### src/rtl/uart_prog_loader_pkg.sv
// Shared types and constants for the UART program loader.
package loader_pkg;

  localparam int BYTE_W = 8;

  // Receiver FSM states (prefixed so both enums can share this package).
  typedef enum logic [1:0] {
    U_IDLE  = 2'd0,
    U_START = 2'd1,
    U_DATA  = 2'd2,
    U_STOP  = 2'd3
  } uart_state_t;

  // Loader FSM states.
  typedef enum logic [1:0] {
    L_LEN  = 2'd0,
    L_DATA = 2'd1,
    L_DONE = 2'd2,
    L_ERR  = 2'd3
  } load_state_t;

endpackage

### src/rtl/uart_prog_loader_if.sv
// Byte-wide program-load bus towards the processor memory port.
interface uart_prog_loader_if #(
  parameter int WIDTH = 32
);
  logic             mem_en;
  logic [WIDTH-1:0] mem_data;
  logic [WIDTH-1:0] mem_addr;

  modport master (output mem_en, output mem_data, output mem_addr);
  modport slave  (input  mem_en, input  mem_data, input  mem_addr);
endinterface

### src/rtl/uart_prog_loader_rx.sv
// UART 8N1 receiver: rx synchroniser, bit timer, byte_valid/frame_err pulses.
module uart_rx
  import loader_pkg::*;
#(
  parameter int CLKS_PER_BIT = 868
) (
  input  logic              clock,
  input  logic              reset,
  input  logic              rx,
  output logic              byte_valid,
  output logic [BYTE_W-1:0] byte_data,
  output logic              frame_err
);
  localparam int CNT_W = $clog2(CLKS_PER_BIT);
  localparam logic [CNT_W-1:0] HALF_M1 = CNT_W'(CLKS_PER_BIT / 2 - 1);
  localparam logic [CNT_W-1:0] FULL_M1 = CNT_W'(CLKS_PER_BIT - 1);

  logic              rx_meta_r, rx_sync_r;
  uart_state_t       state_r, state_s;
  logic [CNT_W-1:0]  cnt_r, cnt_s;
  logic [2:0]        bit_cnt_r, bit_cnt_s;
  logic [BYTE_W-1:0] shift_r, shift_s;
  logic              valid_r, valid_s, ferr_r, ferr_s;

  // Two-flop synchroniser for the asynchronous rx line (idles high).
  always_ff @(posedge clock) begin
    if (reset) begin
      rx_meta_r <= 1'b1;
      rx_sync_r <= 1'b1;
    end else begin
      rx_meta_r <= rx;
      rx_sync_r <= rx_meta_r;
    end
  end

  // Receiver state, timer, shift register and pulse registers.
  always_ff @(posedge clock) begin
    if (reset) begin
      state_r   <= U_IDLE;
      cnt_r     <= '0;
      bit_cnt_r <= 3'd0;
      shift_r   <= 8'h00;
      valid_r   <= 1'b0;
      ferr_r    <= 1'b0;
    end else begin
      state_r   <= state_s;
      cnt_r     <= cnt_s;
      bit_cnt_r <= bit_cnt_s;
      shift_r   <= shift_s;
      valid_r   <= valid_s;
      ferr_r    <= ferr_s;
    end
  end

  // Receiver next-state: half-bit start check, then full-bit sampling.
  always_comb begin
    state_s   = state_r;
    cnt_s     = cnt_r;
    bit_cnt_s = bit_cnt_r;
    shift_s   = shift_r;
    valid_s   = 1'b0;
    ferr_s    = 1'b0;
    case (state_r)
      U_IDLE: begin
        if (!rx_sync_r) begin
          state_s   = U_START;
          cnt_s     = '0;
          bit_cnt_s = 3'd0;
        end else begin
          cnt_s = '0;
        end
      end
      U_START: begin
        if (cnt_r == HALF_M1) begin
          cnt_s   = '0;
          state_s = rx_sync_r ? U_IDLE : U_DATA;
        end else begin
          cnt_s = cnt_r + CNT_W'(1);
        end
      end
      U_DATA: begin
        if (cnt_r == FULL_M1) begin
          cnt_s     = '0;
          shift_s   = {rx_sync_r, shift_r[BYTE_W-1:1]};
          bit_cnt_s = bit_cnt_r + 3'd1;
          if (bit_cnt_r == 3'd7) begin
            state_s = U_STOP;
          end else begin
            state_s = U_DATA;
          end
        end else begin
          cnt_s = cnt_r + CNT_W'(1);
        end
      end
      U_STOP: begin
        if (cnt_r == FULL_M1) begin
          cnt_s   = '0;
          state_s = U_IDLE;
          if (rx_sync_r) begin
            valid_s = 1'b1;
          end else begin
            ferr_s = 1'b1;
          end
        end else begin
          cnt_s = cnt_r + CNT_W'(1);
        end
      end
      default: begin
        state_s = U_IDLE;
        cnt_s   = '0;
      end
    endcase
  end

  assign byte_valid = valid_r;
  assign byte_data  = shift_r;
  assign frame_err  = ferr_r;
endmodule

### src/rtl/uart_prog_loader.sv
// Boot loader: length-prefixed UART image -> byte-wide memory write strobes.
module uart_prog_loader
  import loader_pkg::*;
#(
  parameter int WIDTH        = 32,
  parameter int MEM_DEPTH    = 2048,
  parameter int CLKS_PER_BIT = 868,
  parameter int LEN_BYTES    = 4
) (
  input  logic                 clock,
  input  logic                 reset,
  input  logic                 rx,
  uart_prog_loader_if.master   mem,
  output logic                 cpu_reset,
  output logic                 busy,
  output logic                 done,
  output logic                 err
);
  localparam int HDR_W = (LEN_BYTES > 1) ? $clog2(LEN_BYTES) : 1;
  localparam logic [HDR_W-1:0] LAST_HDR = HDR_W'(LEN_BYTES - 1);

  logic              byte_valid_s, frame_err_s;
  logic [BYTE_W-1:0] byte_data_s;

  uart_rx #(.CLKS_PER_BIT(CLKS_PER_BIT)) u_rx (
    .clock      (clock),
    .reset      (reset),
    .rx         (rx),
    .byte_valid (byte_valid_s),
    .byte_data  (byte_data_s),
    .frame_err  (frame_err_s)
  );

  load_state_t      state_r, state_s;
  logic [WIDTH-1:0] len_r, len_s, idx_r, idx_s;
  logic [HDR_W-1:0] hdr_cnt_r, hdr_cnt_s;
  logic             last_r, last_s, strobe_s, busy_s;
  logic             mem_en_r, cpu_reset_r, busy_r, done_r, err_r;
  logic [WIDTH-1:0] mem_data_r, mem_addr_r;

  // Loader next-state: header collection, strobe generation, terminal states.
  always_comb begin
    state_s   = state_r;
    len_s     = len_r;
    idx_s     = idx_r;
    hdr_cnt_s = hdr_cnt_r;
    last_s    = last_r;
    strobe_s  = 1'b0;
    case (state_r)
      L_LEN: begin
        if (frame_err_s) begin
          state_s = L_ERR;
        end else if (byte_valid_s) begin
          len_s = len_r | (WIDTH'(byte_data_s) << {hdr_cnt_r, 3'b000});
          if (hdr_cnt_r == LAST_HDR) begin
            hdr_cnt_s = '0;
            idx_s     = '0;
            if (len_s == '0) begin
              state_s = L_DONE;
            end else if (len_s > WIDTH'(MEM_DEPTH)) begin
              state_s = L_ERR;
            end else begin
              state_s = L_DATA;
            end
          end else begin
            hdr_cnt_s = hdr_cnt_r + HDR_W'(1);
          end
        end else begin
          state_s = L_LEN;
        end
      end
      L_DATA: begin
        if (frame_err_s) begin
          state_s = L_ERR;
        end else if (last_r) begin
          // Final strobe is on the bus this cycle; release next cycle.
          state_s = L_DONE;
        end else if (byte_valid_s) begin
          strobe_s = 1'b1;
          idx_s    = idx_r + WIDTH'(1);
          last_s   = (idx_r == len_r - WIDTH'(1));
        end else begin
          state_s = L_DATA;
        end
      end
      L_DONE:  state_s = L_DONE;
      L_ERR:   state_s = L_ERR;
      default: state_s = L_ERR;
    endcase
  end

  // busy covers the span from the first header byte to the final strobe.
  always_comb begin
    busy_s = 1'b0;
    if (state_s == L_DATA) begin
      busy_s = 1'b1;
    end else if (state_s == L_LEN) begin
      busy_s = (hdr_cnt_s != '0);
    end else begin
      busy_s = 1'b0;
    end
  end

  // Loader state, counters and registered outputs.
  always_ff @(posedge clock) begin
    if (reset) begin
      state_r     <= L_LEN;
      len_r       <= '0;
      idx_r       <= '0;
      hdr_cnt_r   <= '0;
      last_r      <= 1'b0;
      mem_en_r    <= 1'b0;
      mem_data_r  <= '0;
      mem_addr_r  <= '0;
      cpu_reset_r <= 1'b1;
      busy_r      <= 1'b0;
      done_r      <= 1'b0;
      err_r       <= 1'b0;
    end else begin
      state_r     <= state_s;
      len_r       <= len_s;
      idx_r       <= idx_s;
      hdr_cnt_r   <= hdr_cnt_s;
      last_r      <= last_s;
      mem_en_r    <= strobe_s;
      if (strobe_s) begin
        mem_data_r <= WIDTH'(byte_data_s);
        mem_addr_r <= idx_r;
      end
      cpu_reset_r <= (state_s != L_DONE);
      busy_r      <= busy_s;
      done_r      <= (state_s == L_DONE);
      err_r       <= (state_s == L_ERR);
    end
  end

  assign mem.mem_en   = mem_en_r;
  assign mem.mem_data = mem_data_r;
  assign mem.mem_addr = mem_addr_r;
  assign cpu_reset    = cpu_reset_r;
  assign busy         = busy_r;
  assign done         = done_r;
  assign err          = err_r;
endmodule

### src/flat_wrapper.sv
// flat-port wrapper written by rule: the top's interface ports become plain ports
module uart_prog_loader_flat import loader_pkg::*;
#(
  parameter int WIDTH        = 32,
  parameter int MEM_DEPTH    = 2048,
  parameter int CLKS_PER_BIT = 868,
  parameter int LEN_BYTES    = 4
)
  (clock, reset, rx, cpu_reset, busy, done, err, mem_mem_en, mem_mem_data, mem_mem_addr);
  uart_prog_loader_if #(.WIDTH(WIDTH)) mem_i ();
  input  logic clock;
  input  logic reset;
  input  logic rx;
  output logic cpu_reset;
  output logic busy;
  output logic done;
  output logic err;
  output wire logic [$bits(mem_i.mem_en)-1:0] mem_mem_en;
  output wire logic [$bits(mem_i.mem_data)-1:0] mem_mem_data;
  output wire logic [$bits(mem_i.mem_addr)-1:0] mem_mem_addr;
  assign mem_mem_en = mem_i.mem_en;
  assign mem_mem_data = mem_i.mem_data;
  assign mem_mem_addr = mem_i.mem_addr;
  uart_prog_loader #(.WIDTH(WIDTH), .MEM_DEPTH(MEM_DEPTH), .CLKS_PER_BIT(CLKS_PER_BIT), .LEN_BYTES(LEN_BYTES)) u_core (.clock(clock), .reset(reset), .rx(rx), .mem(mem_i), .cpu_reset(cpu_reset), .busy(busy), .done(done), .err(err));
endmodule
### config.mk
export PLATFORM = sky130hd
export DESIGN_NAME = uart_prog_loader_flat
export DESIGN_NICKNAME = d
export VERILOG_FILES = /design/src/rtl/uart_prog_loader_pkg.sv /design/src/rtl/uart_prog_loader_if.sv /design/src/rtl/uart_prog_loader_rx.sv /design/src/rtl/uart_prog_loader.sv /design/src/flat_wrapper.sv
export SDC_FILE = /design/constraint.sdc
export NUM_CORES = 1
export LEC_CHECK = 0
export CAP_MARGIN = 20
export CORE_ASPECT_RATIO = 1.75
export CORE_MARGIN = 1
export CORE_UTILIZATION = 51
export CTS_CLUSTER_SIZE = 24
export DETAILED_ROUTE_END_ITERATION = 6
export PLACE_DENSITY = 0.76
export SLEW_MARGIN = 20
export SYNTH_ARGS = -nofsm -noshare
export SYNTH_HDL_FRONTEND = slang
export SYNTH_SLANG_ARGS = --single-unit
### constraint.sdc
create_clock -name clock -period 2.4 [get_ports clock]
set_input_delay 0.24 -clock clock [delete_from_list [all_inputs] [get_ports clock]]
set_output_delay 0.24 -clock clock [all_outputs]
set_load 0.005 [all_outputs]
==> results.json <==
{
  "run_status": "finished, violations left",
  "violations": "setup timing",
  "first_pass_iters": 5,
  "maxSlewViolCount": 0,
  "grt_use_met1": 0.2628,
  "wire_per_inst_um": 15.25,
  "grt-ovfl-total": 0,
  "die_h_um": 155.6,
  "r2r_start": "u_core.len_r[26]",
  "antenna_cells": 0,
  "power.density_mw_per_mm2": 627.9,
  "groute.usage.overall": 0.2559,
  "drc": 0,
  "rsz0062_at_grt": "true",
  "die_x_um": 89.78,
  "viasPerCell": 5.537,
  "hold_viol_final": 0,
  "numCtsBuffers": 17,
  "grt_max_degree": 54,
  "min_period_over_period": 1.000,
  "grt_pass1_vias": 6037,
  "cp.arrival_ps": 2750,
  "dpl.hpwl_mm": 12.11,
  "drive_gt1_frac": 0.1439,
  "io_buffers": 47,
  "drv_cap": 0,
  "start_util": 0.5287,
  "seqCellArea_mm2": 0.002823,
  "ctsHoldBuffers": 0,
  "setup_tns_ps": -1.052,
  "cts-htree-levels": 4,
  "leakagePower_nw": 3.227,
  "end_kind": "register",
  "grt_pass1_wl_mm": 28.50,
  "setup_slack_ps": -1.052,
  "worstHoldPathType": "input port to register",
  "fmax_mhz": 416.5,
  "insertion_delay_ps": 420,
  "drtAntennaViolNets": 0,
  "fin_skew_ps": 6.882,
  "final_nets": 943,
  "gp_congestion": 0.9160,
  "ys_seq_elements": 141,
  "synth_edf_count": 0,
  "syn_inst": 855,
  "ys.flop_type": "dfxtp_1",
  "crit_path_start_kind": "register",
  "met3_usage": 0.04288,
  "dieArea_mm2": 0.01397,
  "rr_worst_depth": 7,
  "min_to": "u_core.u_rx.rx_meta_r",
  "worstReg2RegEnd": "u_core.last_r",
  "cts.sinks": 141,
  "grt_antenna_before_repair": 0,
  "worst_pin_slew_ps": 559.9,
  "crit_fanout": 7,
  "clock_path_buffers": 2,
  "yosysMostFrequentCell": "dfxtp_1",
  "postCtsSetupRepairBufs": 0,
  "cts_tree": "yes",
  "synth-warning-count": 0,
  "min_path_cells": 2,
  "gr-usage-met2": 0.4795,
  "busiest_layer": "met2",
  "routed_wl_mm": 17.02,
  "yosysTopAreaCellShare": 0.4105,
  "path_class": "register to register",
  "synth_area_leader_cell": "dfxtp_1",
  "synth_area_leaders": "dfxtp_1 (41%), a21oi_1 (7.2%), nand2_1 (7.2%)",
  "netlist_top_cells_count": "dfxtp_1 (141), nand2_1 (132), nor2_1 (102)",
  "rrSetupSlack_ps": -1,
  "max-vdd-ir-drop_mv": 0.4809,
  "hp-start": "rx",
  "fp-row-count": 55,
  "slew_headroom": 0.6267,
  "finalSetupViolations": 1,
  "drt_iter0_drc": 400,
  "yosysUniqueCellTypes": 68,
  "fillers": 1089,
  "route.vias.total": 6179,
  "syn_area_mm2": 0.006877,
  "io_pins": 72,
  "avgSynthCellArea_um2": 8.043,
  "fin_util": 0.6511,
  "core-area_mm2": 0.01301,
  "worstPathRequired_ps": 2750,
  "syn2layout_area_growth_pct": 23.14,
  "multiInputGateArea_mm2": 0.003722,
  "yosysSeqAreaShare": 0.4105,
  "async_flop_share": 0,
  "period_needed_ps": 2401,
  "clk_pin_slew_ps": 60,
  "clock-root-buffer": "clkbuf_16"
}
-- registers in the layout, indices dropped and copies added, names as in the netlist, named ones only --
signal,flops
u_core.u_rx.rx_sync_r,1
u_core.mem.mem_data,8
u_core.u_rx.rx_meta_r,1
u_core.len_r,32
u_core.done,1
u_core.err,1
u_core.u_rx.byte_valid,1
u_core.u_rx.bit_cnt_r,3
u_core.u_rx.byte_data,8
u_core.last_r,1
u_core.mem.mem_en,1
u_core.hdr_cnt_r,2
u_core.u_rx.cnt_r,10
u_core.busy,1
u_core.state_r,2
u_core.mem.mem_addr,32
u_core.u_rx.frame_err,1
u_core.u_rx.state_r,1
u_core.idx_r,32
u_core.cpu_reset,1
-- where the power goes --
group	leakage, nW	internal (mW)	switching (mW)	total (mW)
Combinational	1.78	0.00924	0.0486	0.0578
Sequential	1.14	2.34	0.00277	2.35
Clock	0.313	1.93	0.987	2.91
-- cells by family (layout without fill, tap and decap cells) --
group           after synthesis  after routing  share of synthesized area
fa+ha+maj                     7              7                    0.01274
simple gates                386            386                     0.2762
compound gates              151            151                     0.1323
xor+xnor                     73             73                    0.09298
buf+inv                      94            161                    0.07169
mux                           2              2                   0.003093
other cells                   1             24                  0.0005453
flops                       141            141                     0.4105
-- how the worst max path moves through the flow --
stage | to | startpoint | cells past startpoint
floorplan | u_core.last_r | u_core.len_r[21] | 9
global placement | u_core.done | u_core.len_r[24] | 8
detailed placement | u_core.cpu_reset | u_core.len_r[24] | 8
CTS | u_core.cpu_reset | u_core.len_r[20] | 7
global route | u_core.last_r | u_core.len_r[26] | 7
finish | u_core.last_r | u_core.len_r[26] | 7
-- critical path: stages, from the launching register on --
cell       delay (ps)
dfxtp_1           310
or4_4             590
or4_4             570
a2111oi_4         310
o2bb2ai_2          80
nor4_2            230
o2111ai_1         160
o21ai_1            90
-- layer usage --
layer	wire, um	up-vias
met5	0	-
met4	894	0
met3	630	60
met2	9153	175
met1	6336	2899
li1	-	3045
-- area by class of cell --
| type | instances | area share |
|---|---|---|
| clock inverters | 9 | 0.02157 |
| multi-input cells | 643 | 0.4396 |
| clock buffers | 22 | 0.05600 |
| flip-flops and latches | 141 | 0.3333 |
| well taps | 171 | 0.02527 |
| repair buffers | 117 | 0.1185 |
| inverters | 13 | 0.005762 |
-- placed cells by master (no fill, tap or decap), types with 5 or more instances in the layout --
cell,count
dfxtp_1,141
nand4_1,13
or3_1,11
ha_1,6
a21oi_1,99
conb_1,24
or2_2,8
nand2b_1,7
nand2_1,132
nor4_1,13
a31oi_1,5
or4_1,6
and3_1,13
buf_4,69
nor2_1,101
nand3_1,18
and4_1,7
o21ai_0,9
inv_1,13
clkdlybuf4s50_1,46
clkbuf_16,17
nor3_1,17
xnor2_1,37
xor2_1,36
bufinv_16,5
-- metrics by stage --
stage	power, mW	cells	setup slack [ps]	cell area, um^2	hold WS, ps
after floorplan	2.471	878	26.19	6963	343.8
after global placement	2.454	1085	-45.11	7742	397.6
after detailed placement	2.455	1085	-70.99	7742	398.3
after CTS	5.350	1116	5.661	8419	377.3
after global routing	5.471	1116	-106.7	8468	382.1
final	5.317	1116	-1.052	8468	382.3
-- repair_timing --
action                                  CTS  global route
pin swaps                                 0             4
resized for setup                         4            13
endpoints found under the setup margin    9            18
No activity file was read; power rests on OpenSTA's default activity.
